[src/rtl/shift_req_arbiter.sv]
// Two-requester round-robin front end for a shared rotate unit.
// One op in flight; each op walks Idle -> Exec -> Resp and returns a tagged result.

module multi_barrel_shifter_top #(
  parameter int unsigned N = 3
) (
  input  logic [2**N-1:0] data,
  input  logic [N-1:0]    amt,
  input  logic            lr,
  output logic [2**N-1:0] out
);
  localparam int unsigned W = 2**N;

  logic [W-1:0]   stage;
  logic [2*W-1:0] dbl;

  // Log-depth rotator: stage i rotates by 2**i when amt[i] is set.
  always_comb begin
    stage = data;
    dbl   = '0;
    for (int i = 0; i < int'(N); i++) begin
      if (amt[i]) begin
        dbl = {stage, stage};
        if (lr) begin
          dbl   = dbl << (1 << i);
          stage = dbl[2*W-1:W];
        end else begin
          dbl   = dbl >> (1 << i);
          stage = dbl[W-1:0];
        end
      end
    end
    out = stage;
  end
endmodule

module shift_req_arbiter #(
  parameter int unsigned N = 3
) (
  input  logic            clk,
  input  logic            rst_n,
  input  logic            a_valid,
  output logic            a_ready,
  input  logic [2**N-1:0] a_data,
  input  logic [N-1:0]    a_amt,
  input  logic            a_lr,
  input  logic            b_valid,
  output logic            b_ready,
  input  logic [2**N-1:0] b_data,
  input  logic [N-1:0]    b_amt,
  input  logic            b_lr,
  output logic            rsp_valid,
  input  logic            rsp_ready,
  output logic [2**N-1:0] rsp_data,
  output logic            rsp_id
);
  localparam int unsigned W = 2**N;

  typedef enum logic [1:0] {StIdle, StExec, StResp} state_e;

  state_e         state_q, state_d;
  logic           last_grant_q, last_grant_d;  // 1 = B was granted last
  logic [W-1:0]   op_data_q, op_data_d;
  logic [N-1:0]   op_amt_q, op_amt_d;
  logic           op_lr_q, op_lr_d;
  logic           op_id_q, op_id_d;
  logic           rsp_valid_q, rsp_valid_d;
  logic [W-1:0]   rsp_data_q, rsp_data_d;
  logic           rsp_id_q, rsp_id_d;
  logic           grant_b;
  logic           grant_any;
  logic [W-1:0]   shift_out;

  multi_barrel_shifter_top #(
    .N (N)
  ) u_shifter (
    .data (op_data_q),
    .amt  (op_amt_q),
    .lr   (op_lr_q),
    .out  (shift_out)
  );

  always_comb begin
    grant_any = a_valid | b_valid;
    grant_b   = b_valid;
    if (a_valid && b_valid) begin
      grant_b = ~last_grant_q;
    end
  end

  assign a_ready = (state_q == StIdle) & a_valid & ~grant_b;
  assign b_ready = (state_q == StIdle) & b_valid & grant_b;

  always_comb begin
    state_d      = state_q;
    last_grant_d = last_grant_q;
    op_data_d    = op_data_q;
    op_amt_d     = op_amt_q;
    op_lr_d      = op_lr_q;
    op_id_d      = op_id_q;
    rsp_valid_d  = rsp_valid_q;
    rsp_data_d   = rsp_data_q;
    rsp_id_d     = rsp_id_q;
    unique case (state_q)
      StIdle: begin
        if (grant_any) begin
          op_data_d    = grant_b ? b_data : a_data;
          op_amt_d     = grant_b ? b_amt : a_amt;
          op_lr_d      = grant_b ? b_lr : a_lr;
          op_id_d      = grant_b;
          last_grant_d = grant_b;
          state_d      = StExec;
        end
      end
      StExec: begin
        rsp_data_d  = shift_out;
        rsp_id_d    = op_id_q;
        rsp_valid_d = 1'b1;
        state_d     = StResp;
      end
      StResp: begin
        if (rsp_ready) begin
          rsp_valid_d = 1'b0;
          state_d     = StIdle;
        end
      end
      default: state_d = StIdle;
    endcase
  end

  always_ff @(posedge clk or negedge rst_n) begin
    if (!rst_n) begin
      state_q      <= StIdle;
      last_grant_q <= 1'b1;
      op_data_q    <= '0;
      op_amt_q     <= '0;
      op_lr_q      <= 1'b0;
      op_id_q      <= 1'b0;
      rsp_valid_q  <= 1'b0;
      rsp_data_q   <= '0;
      rsp_id_q     <= 1'b0;
    end else begin
      state_q      <= state_d;
      last_grant_q <= last_grant_d;
      op_data_q    <= op_data_d;
      op_amt_q     <= op_amt_d;
      op_lr_q      <= op_lr_d;
      op_id_q      <= op_id_d;
      rsp_valid_q  <= rsp_valid_d;
      rsp_data_q   <= rsp_data_d;
      rsp_id_q     <= rsp_id_d;
    end
  end

  assign rsp_valid = rsp_valid_q;
  assign rsp_data  = rsp_data_q;
  assign rsp_id    = rsp_id_q;
endmodule
[config.mk]
export PLATFORM = sky130hd
export DESIGN_NAME = shift_req_arbiter
export DESIGN_NICKNAME = d
export VERILOG_FILES = /design/src/rtl/shift_req_arbiter.sv
export SDC_FILE = /design/constraint.sdc
export NUM_CORES = 1
export LEC_CHECK = 0
export CAP_MARGIN = 20
export CORE_AREA = 3 3 64 72
export DETAILED_ROUTE_END_ITERATION = 8
export DIE_AREA = 0 0 67 75
export GPL_ROUTABILITY_DRIVEN = 0
export GPL_TIMING_DRIVEN = 1
export PLACE_DENSITY = 0.65
export SLEW_MARGIN = 20
export SYNTH_ARGS = -nofsm -noshare
export SYNTH_HDL_FRONTEND = slang
export SYNTH_SLANG_ARGS = --single-unit
[constraint.sdc]
create_clock -name clk -period 1.2 [get_ports clk]
set_input_delay 0.36 -clock clk [delete_from_list [all_inputs] [get_ports clk]]
set_output_delay 0.36 -clock clk [all_outputs]
set_load 0.05 [all_outputs]
# [After elaboration in Yosys (flattened, before gate mapping)]
# Cells that the tools add are included.
[word_totals] regBits=26 in_bits=29 out_inout_bits=12 wordCells=40
[classes] reduce_logical=6 muxes=14 n_bitwise=7 n_eq_ne=4
[op_table] operator="8-bit two-way mux" n=6
[op_table] operator="2-bit case mux with 3 select lines" n=1
[op_table] operator="2-bit AND reduction" n=3
[op_table] operator="1-bit AND" n=4
[op_table] operator="2-bit two-way mux" n=2
[op_table] operator="2-bit inequality test (second input constant)" n=2
[op_table] operator="1-bit two-way mux" n=3
[op_table] operator="3-bit two-way mux" n=1
[op_table] operator="2-bit by 1-bit == test with 1-bit output (second input constant)" n=1
[op_table] operator="2-bit == test (second input constant)" n=1
[op_table] operator="2-bit zero test" n=1
[op_table] operator="1-bit inverter" n=2
[op_table] operator="1-bit case mux with 2 select lines" n=1
[op_table] operator="2-bit nonzero test" n=1
[op_table] operator="1-bit logical AND" n=1
[op_table] operator="1-bit bitwise OR" n=1

# [Longest topological paths before layout]
[depth] word_depth=5 ltp_mapped=6 ltp_nobuf=5

# [Hierarchy]
# A second synthesis with hierarchy kept.
[hier_totals] cells_unflattened=188 hier_area_um2=1946.9
[modules_own_cells] mod="shift_req_arbiter" n_inst=1 cells_each=79 area_each_um2=1182.4 seq_area_each_um2=651.9
[modules_own_cells] mod="multi_barrel_shifter_top" n_inst=1 cells_each=109 area_each_um2=764.5 seq_area_each_um2=0.0

# [Worst setup path before layout]
# No wires, ideal clock.
[synth_timing] path_kind="register to output" start="register last_grant_q" end="output port a_ready" stages_incl_launch_ff=4 t_required_ps=840 path_slack_ps=-627 arrival_time_ps=1467 path_buffers=1 path_cell_list="dfstp_2 > a21boi_2 > buf_4 > nor2_1"
[synth_via] elab_chain_cells=4
[synth_lines] element="start: declaration" line="62" text="logic last_grant_q, last_grant_d;"
[synth_lines] element="start signal: assignment" line="144" text="last_grant_q <= last_grant_d;"
[synth_lines] element="1-bit inverter" line="87" text="grant_b = ~last_grant_q;"
[synth_lines] element="1-bit two-way mux" line="86" text="if (a_valid && b_valid) begin"
[synth_lines] element="1-bit inverter" line="91" text="assign a_ready = (state_q == StIdle) & a_valid & ~grant_b;"
[synth_lines] element="1-bit AND" line="91"
[synth_lines] element="end: declaration" line="43" text="output logic a_ready,"
# Every way passes these cells.

# [Final worst setup path]
# Ends and elaborated chain as after synthesis.

==> impl_metrics.py <==
metrics = {
    "sta": {
        "drv_slew": 0,
        "rsz0062_at_grt": "true",
        "tightest_slew_ns": 0.3571,
        "fin_hold_ws_ns": 0.3072,
        "finalSetupTns_ns": -3.131,
        "slew_headroom_pct": 76.12,
        "setup_viol": 32,
        "clock.fmax_mhz": 611.6,
        "final.setup_skew_ns": 0.002033,
        "setup_ws_ns": -0.4350,
        "timing.final.crit_share_pct": 136.2,
        "final_hold_viol_count": 0,
        "post-route-min-period_ns": 1.635,
    },
    "logic_synthesis": {
        "synth-seq-cells": 26,
        "synth_most_common_cell": "a21oi_1",
        "synth.avg_cell_area_sq_um": 9.312,
        "synth-edff-count": 0,
        "synth_cell_type_count": 29,
        "synth_top_area_share_pct": 40.72,
        "async_flop_share_pct": 100.0,
        "yosys_warnings": 0,
        "synth_area_sq_mm": 0.001536,
        "syn-num-nets": 194,
        "ys.flop_type": "dfrtp_1",
        "synth-seq-area-share_pct": 42.43,
        "yosys-top-cells-area": "dfrtp_1 41%, a21oi_1 9.8%, mux2i_1 7.8%",
        "syn_inst": 165,
        "synth_common_cells": "30 x a21oi_1, 25 x dfrtp_1, 22 x nor2_1",
        "yosysTopAreaCell": "dfrtp_1",
    },
    "cts": {
        "cts_hold_buf": 0,
        "cts.reportedPaths.clkPinSlew_ns": 0.09,
        "cts_buffers": 3,
        "cts_tree": "done",
        "cts_htree_levels": 1,
        "cts_sinks": 26,
        "clk_latency_ns": 0.27,
        "clk_path_buf_depth": 2,
        "clockRootBuffer": "clkbuf_8",
    },
    "cells_and_area": {
        "areaGrowthSynthToFinish_pct": 75.24,
        "finalNonFillerCells": 290,
        "num_antenna_cells": 0,
        "nNetsFinal": 268,
        "layout-drive-gt1-share_pct": 46.22,
    },
    "setup_path": {
        "cpLargestDelayFamily": "flip-flops",
        "path_max_fanout": 3,
        "worstSetupPathType": "reg -> out",
        "critPathSlowestCell": "dfstp_2",
        "critPathLaunchType": "flop",
        "worstSetupEndpointType": "output port",
        "startpoint": "last_grant_q",
        "crit_chain": "a21boi_4 > buf_6 > nor2_4 > buf_6",
        "cp.required_ns": 0.84,
        "slowest_delay_ns": 0.57,
        "regToRegSetupSlack_ns": -0.27,
        "critPathBufInv": 2,
        "timing.rr.end": "op_amt_q[1]",
        "rr_startpoint": "last_grant_q",
        "worstRegToRegCells": 7,
        "cp.arrival_ns": 1.27,
        "crit_top_cell": "buf_6",
    },
    "global_route": {
        "first_global_vias": 1620,
        "antenna_found_initial": 0,
        "overflow": 0,
        "grt_max_degree": 26,
        "grtUsageTotal_pct": 19.00,
        "grt_first_pass_wirelength_microns": 7362,
    },
    "placement": {
        "numPlacedInstances": 271,
        "pre_cts_ws_ns": -0.5661,
        "numPortBuffers": 40,
        "dp_hpwl_microns": 3271,
    },
    "detailed_routing": {
        "drtIter0Drc": 63,
        "routed_wl_microns": 4763,
        "dr.pass1.iters": 4,
        "ant_nets": 0,
        "num_vias": 1576,
        "drc": 0,
        "wire_per_inst_microns": 16.42,
        "via_per_inst": 5.434,
    },
    "power_and_ir_drop": {
        "leakage_nw": 1.159,
        "finalPower_w": 0.008301,
        "irDropWorstVdd_uv": 1235,
        "p_per_area_mw_per_mm2": 3083,
    },
    "floorplan": {
        "chipWidth_microns": 67,
        "die_h_microns": 75,
        "pin_count": 41,
        "die_area_sq_mm": 0.005025,
        "num_rows": 24,
        "start_util_pct": 38.76,
        "coreArea_sq_mm": 0.003964,
    },
    "run_status": {
        "violations": "setup timing",
        "outcome": "finished, violations left",
    },
    "run": {
        "drv_cap": 0,
    },
    "hold_path": {
        "min_path_type": "in -> async",
    },
}
timing repair:
item                                   4_1_cts  5_1_grt
setup buffers                               12        5
endpoints found under the hold margin        0        0
gates resized for setup                     41       20
cloned                                       1        0
setup endpoints to repair                   36       33
pin swaps                                   15        9
per-layer routing:
layer | GRT usage, % | routed length (microns) | share of wire [%] | vias to the layer above
met5 | 0 | 0 | 0 | -
met4 | 4.279 | 71 | 1.5 | 0
met3 | 1.791 | 193 | 4.1 | 8
met2 | 38.32 | 2658 | 56 | 48
met1 | 21.05 | 1840 | 39 | 773
li1 | - | - | - | 747
stage by stage:
step,cell area (sq um),util [%]
after global placement,2266,57.17
after detailed placement,2266,57.17
after CTS,2586,65.25
after floorplan,1593,-
final,2693,67.93
after global routing,2693,67.93
worst max-delay path by stage:
| stage | to | cells past startpoint |
|---|---|---|
| 5_1_grt | a_ready | 4 |
| 4_1_cts | a_ready | 4 |
| 3_3_place_gp | a_ready | 5 |
| 3_5_place_dp | a_ready | 5 |
| 6_report | a_ready | 4 |
| 2_1_floorplan | a_ready | 3 |
flip-flops by register name (all words and copies together), names as in the netlist:
register	cells
last_grant_q	1
op_amt_q	3
rsp_data	8
rsp_valid	1
op_id_q	1
state_q	2
op_data_q	8
rsp_id	1
op_lr_q	1
final cells by class:
type                            instances  area [sq um]
Clock buffer                            4         45.04
Tap cell                               52         65.06
Fill cell                             300          1271
Inverter                                2         21.27
Sequential cell                        26         655.6
Multi-Input combinational cell        127          1061
Timing Repair Buffer                   79         844.6
cells in the final DEF, fill, tap and decap left out, types with 2 or more instances in the layout:
cell,count
buf_4,27
clkdlybuf4s50_1,26
a21oi_1,23
dfrtp_1,22
nor2_1,18
mux2i_1,12
buf_6,11
buf_12,11
nand2_1,10
nand2b_4,9
nor3_2,7
a21oi_2,6
a311oi_2,6
o221ai_1,6
nand2_2,5
nor2_2,3
clkbuf_8,3
dfrtp_2,3
a21o_1,2
nand2_4,2
nand2_8,2
a311oi_4,2
o221ai_2,2
nand2b_1,2
dlygate4sd2_1,2
cells by family (layout without fill, tap and decap cells):
kind of cell	after synthesis	in the layout	share of synthesized area [%]
flops	26	26	42.43
mux	13	13	8.551
simple gates	63	63	21.17
buf+inv	12	85	4.559
compound gates	51	51	23.29
power breakdown:
part	switching, W	internal (W)	leakage (nW)	total, W
Sequential	0.000592	0.00134	0.301	0.00193
Combinational	0.00298	0.00286	0.835	0.00585
Clock	0.000286	0.000238	0.0228	0.000524
Power figures use the tool's default switching activity.
